[config.mk]
export PLATFORM = sky130hd
export DESIGN_NAME = iter_alu
export DESIGN_NICKNAME = d
export VERILOG_FILES = /design/src/rtl/iter_alu.sv
export SDC_FILE = /design/constraint.sdc
export NUM_CORES = 1
export LEC_CHECK = 0
export ABC_AREA = 0
export CAP_MARGIN = 25
export CORE_UTILIZATION = 60
export DETAILED_ROUTE_END_ITERATION = 7
export PLACE_DENSITY_LB_ADDON = 0.25
export SYNTH_ARGS = -nofsm -noshare
export SYNTH_HDL_FRONTEND = slang
export SYNTH_SLANG_ARGS = --single-unit
export TNS_END_PERCENT = 100
[constraint.sdc]
create_clock -name clk -period 7.2 [get_ports clk]
set_input_delay 2.16 -clock clk [delete_from_list [all_inputs] [get_ports clk]]
set_output_delay 2.16 -clock clk [all_outputs]
set_load 0.005 [all_outputs]
[src/rtl/iter_alu.sv]
// -----------------------------------------------------------------------------
// iter_alu -- registered execute-stage ALU with iterative multiply/divide.
//
// Single-cycle ops (and, or, add, sub, slt) are written to ALUout at the edge
// that accepts start; done pulses in the following cycle. mul, divu and remu
// run one bit per clock (shift-add multiply, restoring divide) behind a
// start/busy/done handshake. The controller stalls while busy is high.
//
// Ports:
//   clk         rising-edge clock
//   reset       synchronous, active-high reset
//   start       operation request, sampled only while busy is low
//   srcA, srcB  operands (WIDTH bits), free to change after acceptance
//   aluControl  3-bit operation select
//   ALUout      registered result, held until the next completion
//   zeroFlag    registered, high when ALUout is zero
//   busy        iterative operation in progress
//   done        one-cycle pulse whenever ALUout/zeroFlag update
// -----------------------------------------------------------------------------
module iter_alu #(
    parameter int WIDTH = 32,
    parameter int CNT_W = 6
) (
    input  logic             clk,
    input  logic             reset,
    input  logic             start,
    input  logic [WIDTH-1:0] srcA,
    input  logic [WIDTH-1:0] srcB,
    input  logic [2:0]       aluControl,
    output logic [WIDTH-1:0] ALUout,
    output logic             zeroFlag,
    output logic             busy,
    output logic             done
);

    localparam logic [2:0] OP_AND  = 3'b000;
    localparam logic [2:0] OP_OR   = 3'b001;
    localparam logic [2:0] OP_ADD  = 3'b010;
    localparam logic [2:0] OP_MUL  = 3'b011;
    localparam logic [2:0] OP_DIVU = 3'b100;
    localparam logic [2:0] OP_REMU = 3'b101;
    localparam logic [2:0] OP_SUB  = 3'b110;
    localparam logic [2:0] OP_SLT  = 3'b111;

    localparam logic [CNT_W-1:0] CNT_INIT = CNT_W'(WIDTH);
    localparam logic [CNT_W-1:0] CNT_ONE  = {{(CNT_W-1){1'b0}}, 1'b1};

    typedef enum logic [1:0] {
        IDLE   = 2'd0,
        RUN    = 2'd1,
        FINISH = 2'd2
    } state_t;

    state_t           state_r;
    logic [CNT_W-1:0] cnt_r;
    logic [2:0]       op_r;
    // acc_r: product accumulator (mul) or partial remainder (div/rem)
    // opa_r: multiplier shifted right (mul) or dividend->quotient (div/rem)
    // opb_r: multiplicand shifted left (mul) or divisor (div/rem)
    logic [WIDTH-1:0] acc_r;
    logic [WIDTH-1:0] opa_r;
    logic [WIDTH-1:0] opb_r;

    logic [WIDTH-1:0] acc_nxt_s;
    logic [WIDTH-1:0] opa_nxt_s;
    logic [WIDTH-1:0] opb_nxt_s;
    logic [WIDTH:0]   trial_s;
    logic [WIDTH-1:0] single_res_s;
    logic [WIDTH-1:0] final_res_s;
    logic             is_iter_s;

    function automatic logic [WIDTH-1:0] single_op(
        input logic [2:0]       op,
        input logic [WIDTH-1:0] a,
        input logic [WIDTH-1:0] b
    );
        logic [WIDTH-1:0] r;
        case (op)
            OP_AND:  r = a & b;
            OP_OR:   r = a | b;
            OP_ADD:  r = a + b;
            OP_SUB:  r = a - b;
            OP_SLT:  r = {{(WIDTH-1){1'b0}}, ($signed(a) < $signed(b))};
            default: r = {WIDTH{1'b0}};
        endcase
        return r;
    endfunction

    assign single_res_s = single_op(aluControl, srcA, srcB);
    assign is_iter_s    = (aluControl == OP_MUL) || (aluControl == OP_DIVU) ||
                          (aluControl == OP_REMU);

    // One iteration step for the shift-add multiplier or the restoring divider
    always_comb begin
        acc_nxt_s = acc_r;
        opa_nxt_s = opa_r;
        opb_nxt_s = opb_r;
        // Shift the next dividend bit into the remainder and trial-subtract;
        // the extra top bit is the borrow (negative result -> restore).
        trial_s   = {acc_r, opa_r[WIDTH-1]} - {1'b0, opb_r};
        if (op_r == OP_MUL) begin
            if (opa_r[0]) begin
                acc_nxt_s = acc_r + opb_r;
            end else begin
                acc_nxt_s = acc_r;
            end
            opa_nxt_s = {1'b0, opa_r[WIDTH-1:1]};
            opb_nxt_s = {opb_r[WIDTH-2:0], 1'b0};
        end else begin
            if (!trial_s[WIDTH]) begin
                acc_nxt_s = trial_s[WIDTH-1:0];
                opa_nxt_s = {opa_r[WIDTH-2:0], 1'b1};
            end else begin
                acc_nxt_s = {acc_r[WIDTH-2:0], opa_r[WIDTH-1]};
                opa_nxt_s = {opa_r[WIDTH-2:0], 1'b0};
            end
            opb_nxt_s = opb_r;
        end
    end

    // Pick the finished iterative result for the latched opcode
    always_comb begin
        case (op_r)
            OP_MUL:  final_res_s = acc_r;
            OP_DIVU: final_res_s = opa_r;
            OP_REMU: final_res_s = acc_r;
            default: final_res_s = acc_r;
        endcase
    end

    // Control FSM, iteration registers and registered outputs
    always_ff @(posedge clk) begin
        if (reset) begin
            state_r  <= IDLE;
            cnt_r    <= {CNT_W{1'b0}};
            op_r     <= 3'b000;
            acc_r    <= {WIDTH{1'b0}};
            opa_r    <= {WIDTH{1'b0}};
            opb_r    <= {WIDTH{1'b0}};
            ALUout   <= {WIDTH{1'b0}};
            zeroFlag <= 1'b1;
            busy     <= 1'b0;
            done     <= 1'b0;
        end else begin
            done <= 1'b0;
            case (state_r)
                IDLE: begin
                    if (start) begin
                        if (is_iter_s) begin
                            op_r    <= aluControl;
                            opa_r   <= srcA;
                            opb_r   <= srcB;
                            acc_r   <= {WIDTH{1'b0}};
                            cnt_r   <= CNT_INIT;
                            busy    <= 1'b1;
                            state_r <= RUN;
                        end else begin
                            ALUout   <= single_res_s;
                            zeroFlag <= (single_res_s == {WIDTH{1'b0}});
                            done     <= 1'b1;
                        end
                    end
                end
                RUN: begin
                    acc_r <= acc_nxt_s;
                    opa_r <= opa_nxt_s;
                    opb_r <= opb_nxt_s;
                    cnt_r <= cnt_r - CNT_ONE;
                    if (cnt_r == CNT_ONE) begin
                        state_r <= FINISH;
                    end
                end
                FINISH: begin
                    ALUout   <= final_res_s;
                    zeroFlag <= (final_res_s == {WIDTH{1'b0}});
                    done     <= 1'b1;
                    busy     <= 1'b0;
                    state_r  <= IDLE;
                end
                default: begin
                    busy    <= 1'b0;
                    state_r <= IDLE;
                end
            endcase
        end
    end

endmodule
# --- Word-level counts from Yosys, hierarchy flattened ---
# Cells that the tools add are included.
word_totals:
  reg_bits: 142
  input_bits: 70
  out_inout_bits: 35
  elab_cells: 88
classes:
  addsub: 5
  order_cmp: 1
  n_eq_ne: 18
  muxes: 36
  n_bitwise: 3
  reduce_logical: 15
op_table:
  columns: ["operator", "count"]
  rows:
  - ["$mux 32", 14]
  - ["$pmux 32 s2", 4]
  - ["$pmux 32 s5", 1]
  - ["$add 32x32->32", 2]
  - ["$logic_not 32->1", 2]
  - ["$sub 33x32->33", 1]
  - ["$and 32x32->32", 1]
  - ["$lt 32x32->1", 1]
  - ["$or 32x32->32", 1]
  - ["$sub 32x32->32", 1]
  - ["$eq 3x3->1 const B", 5]
  - ["$reduce_and 3->1", 5]
  - ["$mux 6", 2]
  - ["$pmux 6 s2", 1]
  - ["$ne 2x2->1 const B", 5]
  - ["$eq 3x2->1 const B", 3]
  - ["$reduce_and 4->1", 2]
  - ["$mux 1", 7]
  - ["$eq 6x1->1 const B", 1]
  - ["$mux 2", 3]
  - ["$pmux 1 s2", 3]
  - ["$sub 6x1->6 const B", 1]
  - ["$pmux 2 s2", 1]
  - ["$reduce_bool 2->1", 2]
  - ["other kinds (8)", 9]

# --- Depth between registers and ports, before layout ---
# Gate-level depths: netlist of the first run.
logic_depth:
  word_depth: 6
  ltp_mapped: 18
  mapped_depth_nobuf: 15

# --- Worst setup path before layout of the first run ---
# OpenSTA, ideal clock, no wires.
synth_timing:
  path_type: "input port to flip-flop"
  from: "input srcA[0]"
  to: "register zeroFlag"
  setup_ns: 0.059
  t_arrival_ns: 5.279
  required_ns: 7.141
  path_slack_ns: 1.861
  path_stages: 14
  path_buffers: 0
  cell_sequence: "ha_1 > inv_1 > fa_1 > nor2b_1 > o221ai_1 > a2111oi_0 > nor2_1 > o2bb2ai_1 > o21ai_0 > o221a_2 > o22ai_1 > or4_1 > nor4_1 > a41o_1"
synth_via:
  elab_chain_cells: 6
  word_cells_on_any_way: 10
  classes_between: "2 x add/sub; 1 x order compare; 4 x mux; 2 x bitwise; 1 x reduce/logical"
synth_rtl:
  columns: ["item", "line_no", "source"]
  rows:
  - ["from (decl)", "27", "input logic [WIDTH-1:0] srcA,"]
  - ["$sub 32x32->32 (tied with other cells)", "82", "OP_SUB: r = a - b;"]
  - ["$pmux 32 s5 *", "78", "case (op)"]
  - ["$logic_not 32->1 *", "159", "zeroFlag <= (single_res_s == {WIDTH{1'b0}});"]
  - ["$mux 1 *", "149", "if (is_iter_s) begin"]
  - ["$mux 1 *", "148", "if (start) begin"]
  - ["$pmux 1 s2 *", "146", "case (state_r)"]
  - ["to (signal assigned)", "159", null]
  - ["to (signal assigned)", "175", "zeroFlag <= (final_res_s == {WIDTH{1'b0}});"]
  - ["to (decl)", "31", "output logic zeroFlag,"]
# Every way passes the cells marked *; elsewhere a longest branch is shown, timed or not. The select of a mux whose other input is x is not followed.
# A chain may end at the register's enable or synchronous reset.

# --- Final worst setup path of the first run ---
layout_timing:
  from: "input srcA[11]"
  to: "register zeroFlag"
# Same word-level chain as after synthesis.

==> flow_metrics.py, run 1 <==
metrics = {
    "status": {
        "run_status": "finished, final reports clean",
    },
    "detailed_routing": {
        "routed_via_density": 6.924,
        "vias": 17260,
        "drt_pass1_iterations": 7,
        "drt_iter0_drc": 2437,
        "wirelength_um": 58820,
        "ant_nets": 0,
        "drc": 0,
        "wl_per_cell_um": 23.59,
    },
    "timing": {
        "rsz0062_at_grt": "false",
        "final.period_utilization": 0.8869,
        "clock_skew_ns": 0.01112,
        "hold_viol_final": 0,
        "min_period_ns": 6.386,
        "setup_tns_ns": 0,
        "drv_slew": 0,
        "fmax_mhz": 156.6,
        "worst_pin_slew_ns": 1.014,
        "slew_headroom": 0.3169,
        "finalSetupViolations": 0,
    },
    "synth": {
        "synth_nets": 2371,
        "synthesis.area_um2": 15250,
        "ys_seq_elements": 142,
        "synth_fa_ha_area_frac": 0.1398,
        "synth-simple-area-share": 0.2169,
        "yosysMostFrequentCell": "nand2_1",
        "yosysTopAreaCellShare": 0.1864,
        "synth_xor_area_frac": 0.04709,
        "muxShareOfSynthArea": 0.04611,
        "ys_top_cells_by_area": "dfxtp_1 19%, ha_1 13%, nand2_1 7.5%",
        "synth_flop_cell": "dfxtp_1",
        "synth_edf_count": 0,
        "synthCells": 2133,
        "synth.largest_area_cell": "dfxtp_1",
        "ys_seq_area_frac": 0.1864,
        "yosysWarnings": 0,
        "synth_top_family_by_area": "compound AO/OA/AOI/OAI gates",
        "syn_avg_cell_area_um2": 7.150,
        "synth_compound_gate_area_share": 0.2965,
        "synth_cell_types": 79,
        "ys_top_cells_by_count": "303 x nand2_1, 203 x a21oi_1, 164 x ha_1, 157 x nor2_1, 145 x inv_1",
        "ys_async_sr_fraction": 0,
    },
    "power": {
        "power.leakage_uw": 0.006936,
        "finalPower_uw": 2925,
        "power.density_nw_per_um2": 171.2,
        "ir_worst_vdd_mv": 0.1641,
    },
    "global_routing": {
        "grt_max_degree": 63,
        "overflow": 0,
        "grt_pass1_vias": 15860,
        "grt_first_pass_wirelength_um": 89110,
        "grt_usage": 0.4397,
        "antenna_found_initial": 1,
    },
    "clocking": {
        "clkTransAtPathRegs_ns": 0.06,
        "clkLatencyLatePin_ns": 0.44,
        "numCtsBuffers": 17,
        "cts_max_path_buffers": 2,
        "cts_tree": "yes",
        "cts.sinks": 142,
        "cts_max_level": 4,
        "cts_setup_buffers": 0,
        "cts_hold_buf": 0,
        "ctsResizeCount": 0,
        "root_buffer": "clkbuf_16",
    },
    "die": {
        "row_count": 57,
        "dieArea_um2": 26060,
        "initial_utilization": 0.6198,
        "ios": 105,
        "die_h_um": 161.4,
        "core_area_um2": 24600,
        "die_width_um": 161.4,
    },
    "min_path": {
        "worstHoldStart": "ALUout[7]$_SDFFE_PP0P_",
        "holdCritPathClass": "flip-flop to flip-flop",
        "min_to": "ALUout[7]$_SDFFE_PP0P_",
        "holdPathStages": 2,
    },
    "placement": {
        "dp_hpwl_um": 44620,
        "gp_congestion": 1.041,
        "portBuffers": 104,
    },
    "critical_path": {
        "reg2reg_slack_ns": 2.20,
        "crit_arrival_ns": 6.77,
        "end_kind": "flip-flop",
        "cp_cell_sequence": "clkdlybuf4s50_1, inv_1, ha_1, and4_1, nand3_1, a2111oi_0, buf_4, nor2_1, o2bb2ai_1, o21ai_0, o221a_2, o22ai_1, or4_1, nor4_1, a41o_1",
        "reg2reg_from": "opb_r[0]$_SDFFE_PP0P_",
        "cp_max_fo": 13,
        "critPathSlowestCell": "ha_1",
        "r2r-end": "acc_r[14]$_SDFFE_PP0P_",
        "start_kind": "input port",
        "crit_path_max_incr_delay_ns": 0.69,
        "required_ns": 7.58,
        "r2r_cells": 14,
        "crit_type": "input port to flip-flop",
    },
    "finish": {
        "area_growth_pct": 12.03,
        "num-nets-final": 2394,
        "insertedDiodeCount": 0,
        "drive_gt1_frac": 0.04610,
    },
    "run": {
        "max_cap_violations": 0,
    },
}
-- cell type report --
class                           count  area (µm²)
Clock buffer                       19       452.9
Clock inverter                     13       163.9
Fill cell                        2032        7520
Inverter                          146       548.0
Multi-Input combinational cell   1722       11440
Sequential cell                   142        2843
Tap cell                          324       405.4
Timing Repair Buffer              127        1231
-- per-stage QoR --
step | std cells | hold slack, ns | setup WS (ns) | utilization | instance area, µm²
global placement | 2460 | 0.4392 | 0.4666 | 0.6685 | 16450
floorplan | 2133 | 0.4482 | 1.861 | - | 15250
global route | 2493 | 0.4854 | 0.6714 | 0.6944 | 17090
finish | 2493 | 0.4498 | 0.8142 | 0.6944 | 17090
detailed placement | 2460 | 0.4476 | 0.4955 | 0.6685 | 16450
CTS | 2492 | 0.4529 | 0.9394 | 0.6936 | 17070
-- sequential cells by signal, indices dropped and copies added (netlist names) --
register  flops
ALUout       32
acc_r        32
opa_r        32
opb_r        32
cnt_r         6
op_r          3
state_r       2
busy          1
done          1
zeroFlag      1
-- layout by cell type (no fill, tap or decap), types with 15 or more instances in the layout --
cell type / count
nand2_1: 303
a21oi_1: 201
ha_1: 164
nor2_1: 154
inv_1: 145
dfxtp_1: 142
clkdlybuf4s50_1: 102
o21ai_0: 98
mux2i_1: 68
xnor2_1: 60
o211ai_1: 59
nand3_1: 57
a21o_1: 44
nor3_1: 38
a311oi_1: 35
a211oi_1: 28
nor2b_1: 27
a22oi_1: 25
xor2_1: 22
buf_4: 22
nand4_1: 21
a31oi_1: 21
nand2b_1: 20
o21a_1: 18
nor4_1: 17
o21bai_1: 17
or3_1: 17
clkbuf_16: 17
or2_2: 15
and3_1: 15
-- power breakdown --
part	internal (µW)	total (µW)	switching, µW
clock	564	935	371
sequential	840	906	65.9
combinational	410	1080	673
total	1810	2920	1110
-- worst max-delay path: cells and delay by family --
| family | cells | cell delay (ns) |
|---|---|---|
| adder cells (fa/ha/maj) | 1 | 0.69 |
| buffers and inverters | 3 | 0.92 |
| AO/OA/AOI/OAI | 6 | 1.56 |
| AND/OR/NAND/NOR | 5 | 1.43 |
-- worst max path at each step --
stage | start | to | cells after the start
finish | srcA[11] | zeroFlag$_SDFFE_PP1P_ | 15
global route | srcA[11] | zeroFlag$_SDFFE_PP1P_ | 15
CTS | srcA[11] | zeroFlag$_SDFFE_PP1P_ | 15
detailed placement | srcA[11] | zeroFlag$_SDFFE_PP1P_ | 15
global placement | srcA[11] | zeroFlag$_SDFFE_PP1P_ | 15
floorplan | srcA[0] | zeroFlag$_SDFFE_PP1P_ | 14
-- cell families (layout without fill, tap and decap cells) --
| kind of cell | after synthesis | in the layout |
|---|---|---|
| adder cells (fa/ha/maj) | 168 | 168 |
| flip-flops | 142 | 142 |
| multiplexers | 70 | 70 |
| AND/OR/NAND/NOR | 723 | 723 |
| XOR/XNOR | 82 | 82 |
| buffers and inverters | 269 | 305 |
| AO/OA/AOI/OAI | 679 | 679 |
-- metal layers --
layer,vias up,wire (µm),track usage
met5,-,12,0
met4,2,3172,0.2166
met3,247,7225,0.1225
met2,1196,25620,0.6893
met1,8054,22790,0.5527
li1,7762,-,-
No activity file was read; power rests on OpenSTA's default activity.
==> run 2, diff against run 1 <==
- CORE_UTILIZATION: 60 -> 56
- clock period: 7.2 -> 5.8 ns (I/O delays scaled with it)
==> run 2 against run 1 <==
  * Sequential share of layout area fell by 0.79 points
  * Register-to-register slack got worse by 1.2 ns
  * Global-route usage fell by 3.6 points
  * Clock power rose by 27%
  * Sequential power rose by 24%
  * Routed wire length fell by 2.8%
  * Die area rose by 7.1%
  * Power rose by 27%
  * Final area rose by 5.0%
  * Setup slack got worse by 0.64 ns
  * Worst hold slack improved by 0.0050 ns
  * Largest cell class unchanged
==> flow_metrics.py, run 2 (synthesized netlist as in run 1, its figures left out) <==
metrics = {
    "status": {
        "run_status": "finished, final reports clean",
    },
    "clocking": {
        "cts.sinks": 142,
        "cts_hold_buf": 0,
        "cts_tree": "yes",
        "cts_max_level": 4,
        "ctsResizeCount": 0,
        "clkTransAtPathRegs_ns": 0.07,
        "clkLatencyLatePin_ns": 0.44,
        "numCtsBuffers": 17,
        "root_buffer": "clkbuf_16",
        "cts_max_path_buffers": 2,
        "cts_setup_buffers": 0,
    },
    "timing": {
        "worst_slack_ns": 0.1718,
        "final.period_utilization": 0.9704,
        "hold_slack_ns": 0.4548,
        "rsz0062_at_grt": "false",
        "slew_headroom": 0.3989,
        "finalSetupViolations": 0,
        "fmax_mhz": 177.7,
        "hold_viol_final": 0,
        "min_period_ns": 5.628,
        "drv_slew": 0,
        "clock_skew_ns": 0.01327,
        "worst_pin_slew_ns": 0.8903,
    },
    "placement": {
        "dp_slack_ns": -0.3594,
        "portBuffers": 104,
        "gp_congestion": 1.020,
        "dp_hpwl_um": 45100,
        "placed_cells": 2588,
        "dpl_cell_area_um2": 17280,
    },
    "critical_path": {
        "end_kind": "flip-flop",
        "crit_arrival_ns": 6.01,
        "required_ns": 6.18,
        "r2r_cells": 16,
        "crit_type": "input port to flip-flop",
        "r2r-end": "opa_r[0]$_SDFFE_PP0P_",
        "reg2reg_slack_ns": 1.03,
        "cp_max_fo": 3,
        "start_kind": "input port",
        "reg2reg_from": "opa_r[31]$_SDFFE_PP0P_",
    },
    "detailed_routing": {
        "wirelength_um": 57160,
        "dr_wl_met3_um": 4952,
        "wl_met2_um": 25330,
        "wl_per_cell_um": 21.81,
        "wl_met1_um": 24130,
        "drt_iter0_drc": 2098,
        "drt_pass1_iterations": 8,
        "top_layer_used": "met5",
        "drc": 0,
        "ant_nets": 0,
        "vias": 17100,
        "routed_via_density": 6.525,
    },
    "finish": {
        "num-nets-final": 2504,
        "fin_area_um2": 17940,
        "post-route-util": 0.6693,
        "area_growth_pct": 17.62,
        "final_common_cell": "nand2_1",
        "layout_common_cells": "303 x nand2_1, 201 x a21oi_1, 164 x ha_1",
        "multi_input_area_um2": 11460,
        "finalNonFillerCells": 2621,
        "drive_gt1_frac": 0.09346,
        "fillers": 2337,
        "seqCellArea_um2": 2843,
    },
    "min_path": {
        "worstHoldStart": "ALUout[11]$_SDFFE_PP0P_",
        "min_to": "ALUout[11]$_SDFFE_PP0P_",
        "holdPathStages": 2,
        "holdCritPathClass": "flip-flop to flip-flop",
    },
    "global_routing": {
        "overflow": 0,
        "grt_max_degree": 63,
        "grt_first_pass_wirelength_um": 89300,
        "antenna_found_initial": 3,
        "grt_usage": 0.4038,
        "grt_pass1_vias": 16140,
    },
    "power": {
        "power.density_nw_per_um2": 207.3,
        "power.leakage_uw": 0.007461,
        "ir_worst_vdd_mv": 0.1521,
    },
    "die": {
        "die_width_um": 167.0,
        "dieArea_um2": 27900,
        "row_count": 60,
        "ios": 105,
        "core_area_um2": 26800,
        "initial_utilization": 0.5690,
        "die_h_um": 167.0,
    },
    "run": {
        "max_cap_violations": 0,
    },
}
## run 2: layout make-up
cell class	count	share of cell area
Multi-Input combinational cell	1722	0.6386
Inverter	146	0.03055
Clock buffer	19	0.02469
Timing Repair Buffer	237	0.1133
Antenna cell	1	0.0001395
Tap cell	341	0.02378
Clock inverter	13	0.01046
Sequential cell	142	0.1585
## run 2: how the worst max path moves through the flow
stage             from                    end  cells after the start  slack, ns
5_1_grt        srcA[0]  zeroFlag$_SDFFE_PP1P_                     17       0.09
3_5_place_dp   srcA[0]  zeroFlag$_SDFFE_PP1P_                     16      -0.36
3_3_place_gp   srcA[0]  zeroFlag$_SDFFE_PP1P_                     16      -0.31
6_report       srcA[0]  zeroFlag$_SDFFE_PP1P_                     17       0.17
4_1_cts        srcA[0]  zeroFlag$_SDFFE_PP1P_                     16       0.08
2_1_floorplan  srcA[0]  zeroFlag$_SDFFE_PP1P_                     14       0.88
## run 2: metal layers
| metal | up-vias | global-route usage |
|---|---|---|
| li1 | 7997 | - |
| met1 | 8016 | 0.5358 |
| met2 | 878 | 0.6425 |
| met3 | 206 | 0.06583 |
| met4 | 4 | 0.1779 |
| met5 | - | 0 |
## run 2: power by group
| part | internal [µW] | total, µW | leakage (µW) | switching, µW |
|---|---|---|---|---|
| registers | 1040 | 1120 | 0.00116 | 76.9 |
| clock network | 733 | 1190 | 0.000300 | 454 |
| logic | 578 | 1410 | 0.00600 | 833 |
## run 2: critical path, stage by stage
cell and delay (ns):
clkdlybuf4s50_1 0.53, inv_1 0.10, ha_1 0.23, inv_1 0.07
fa_1 0.18, nor2b_1 0.24, o311a_1 0.27, o21ai_0 0.17
o211ai_1 0.57, a21boi_1 0.19, buf_4 0.18, o21a_1 0.18
mux2i_2 0.23, nor3_1 0.12, or4_1 0.44, nor4_2 0.34
a41o_1 0.21
## run 2: through the flow
step	TNS (ns)	power (µW)
4_1_cts	0	3675
3_5_place_dp	-0.4078	2498
2_1_floorplan	0	2007
6_report	0	3718
5_1_grt	0	3880
3_3_place_gp	-0.3725	2477
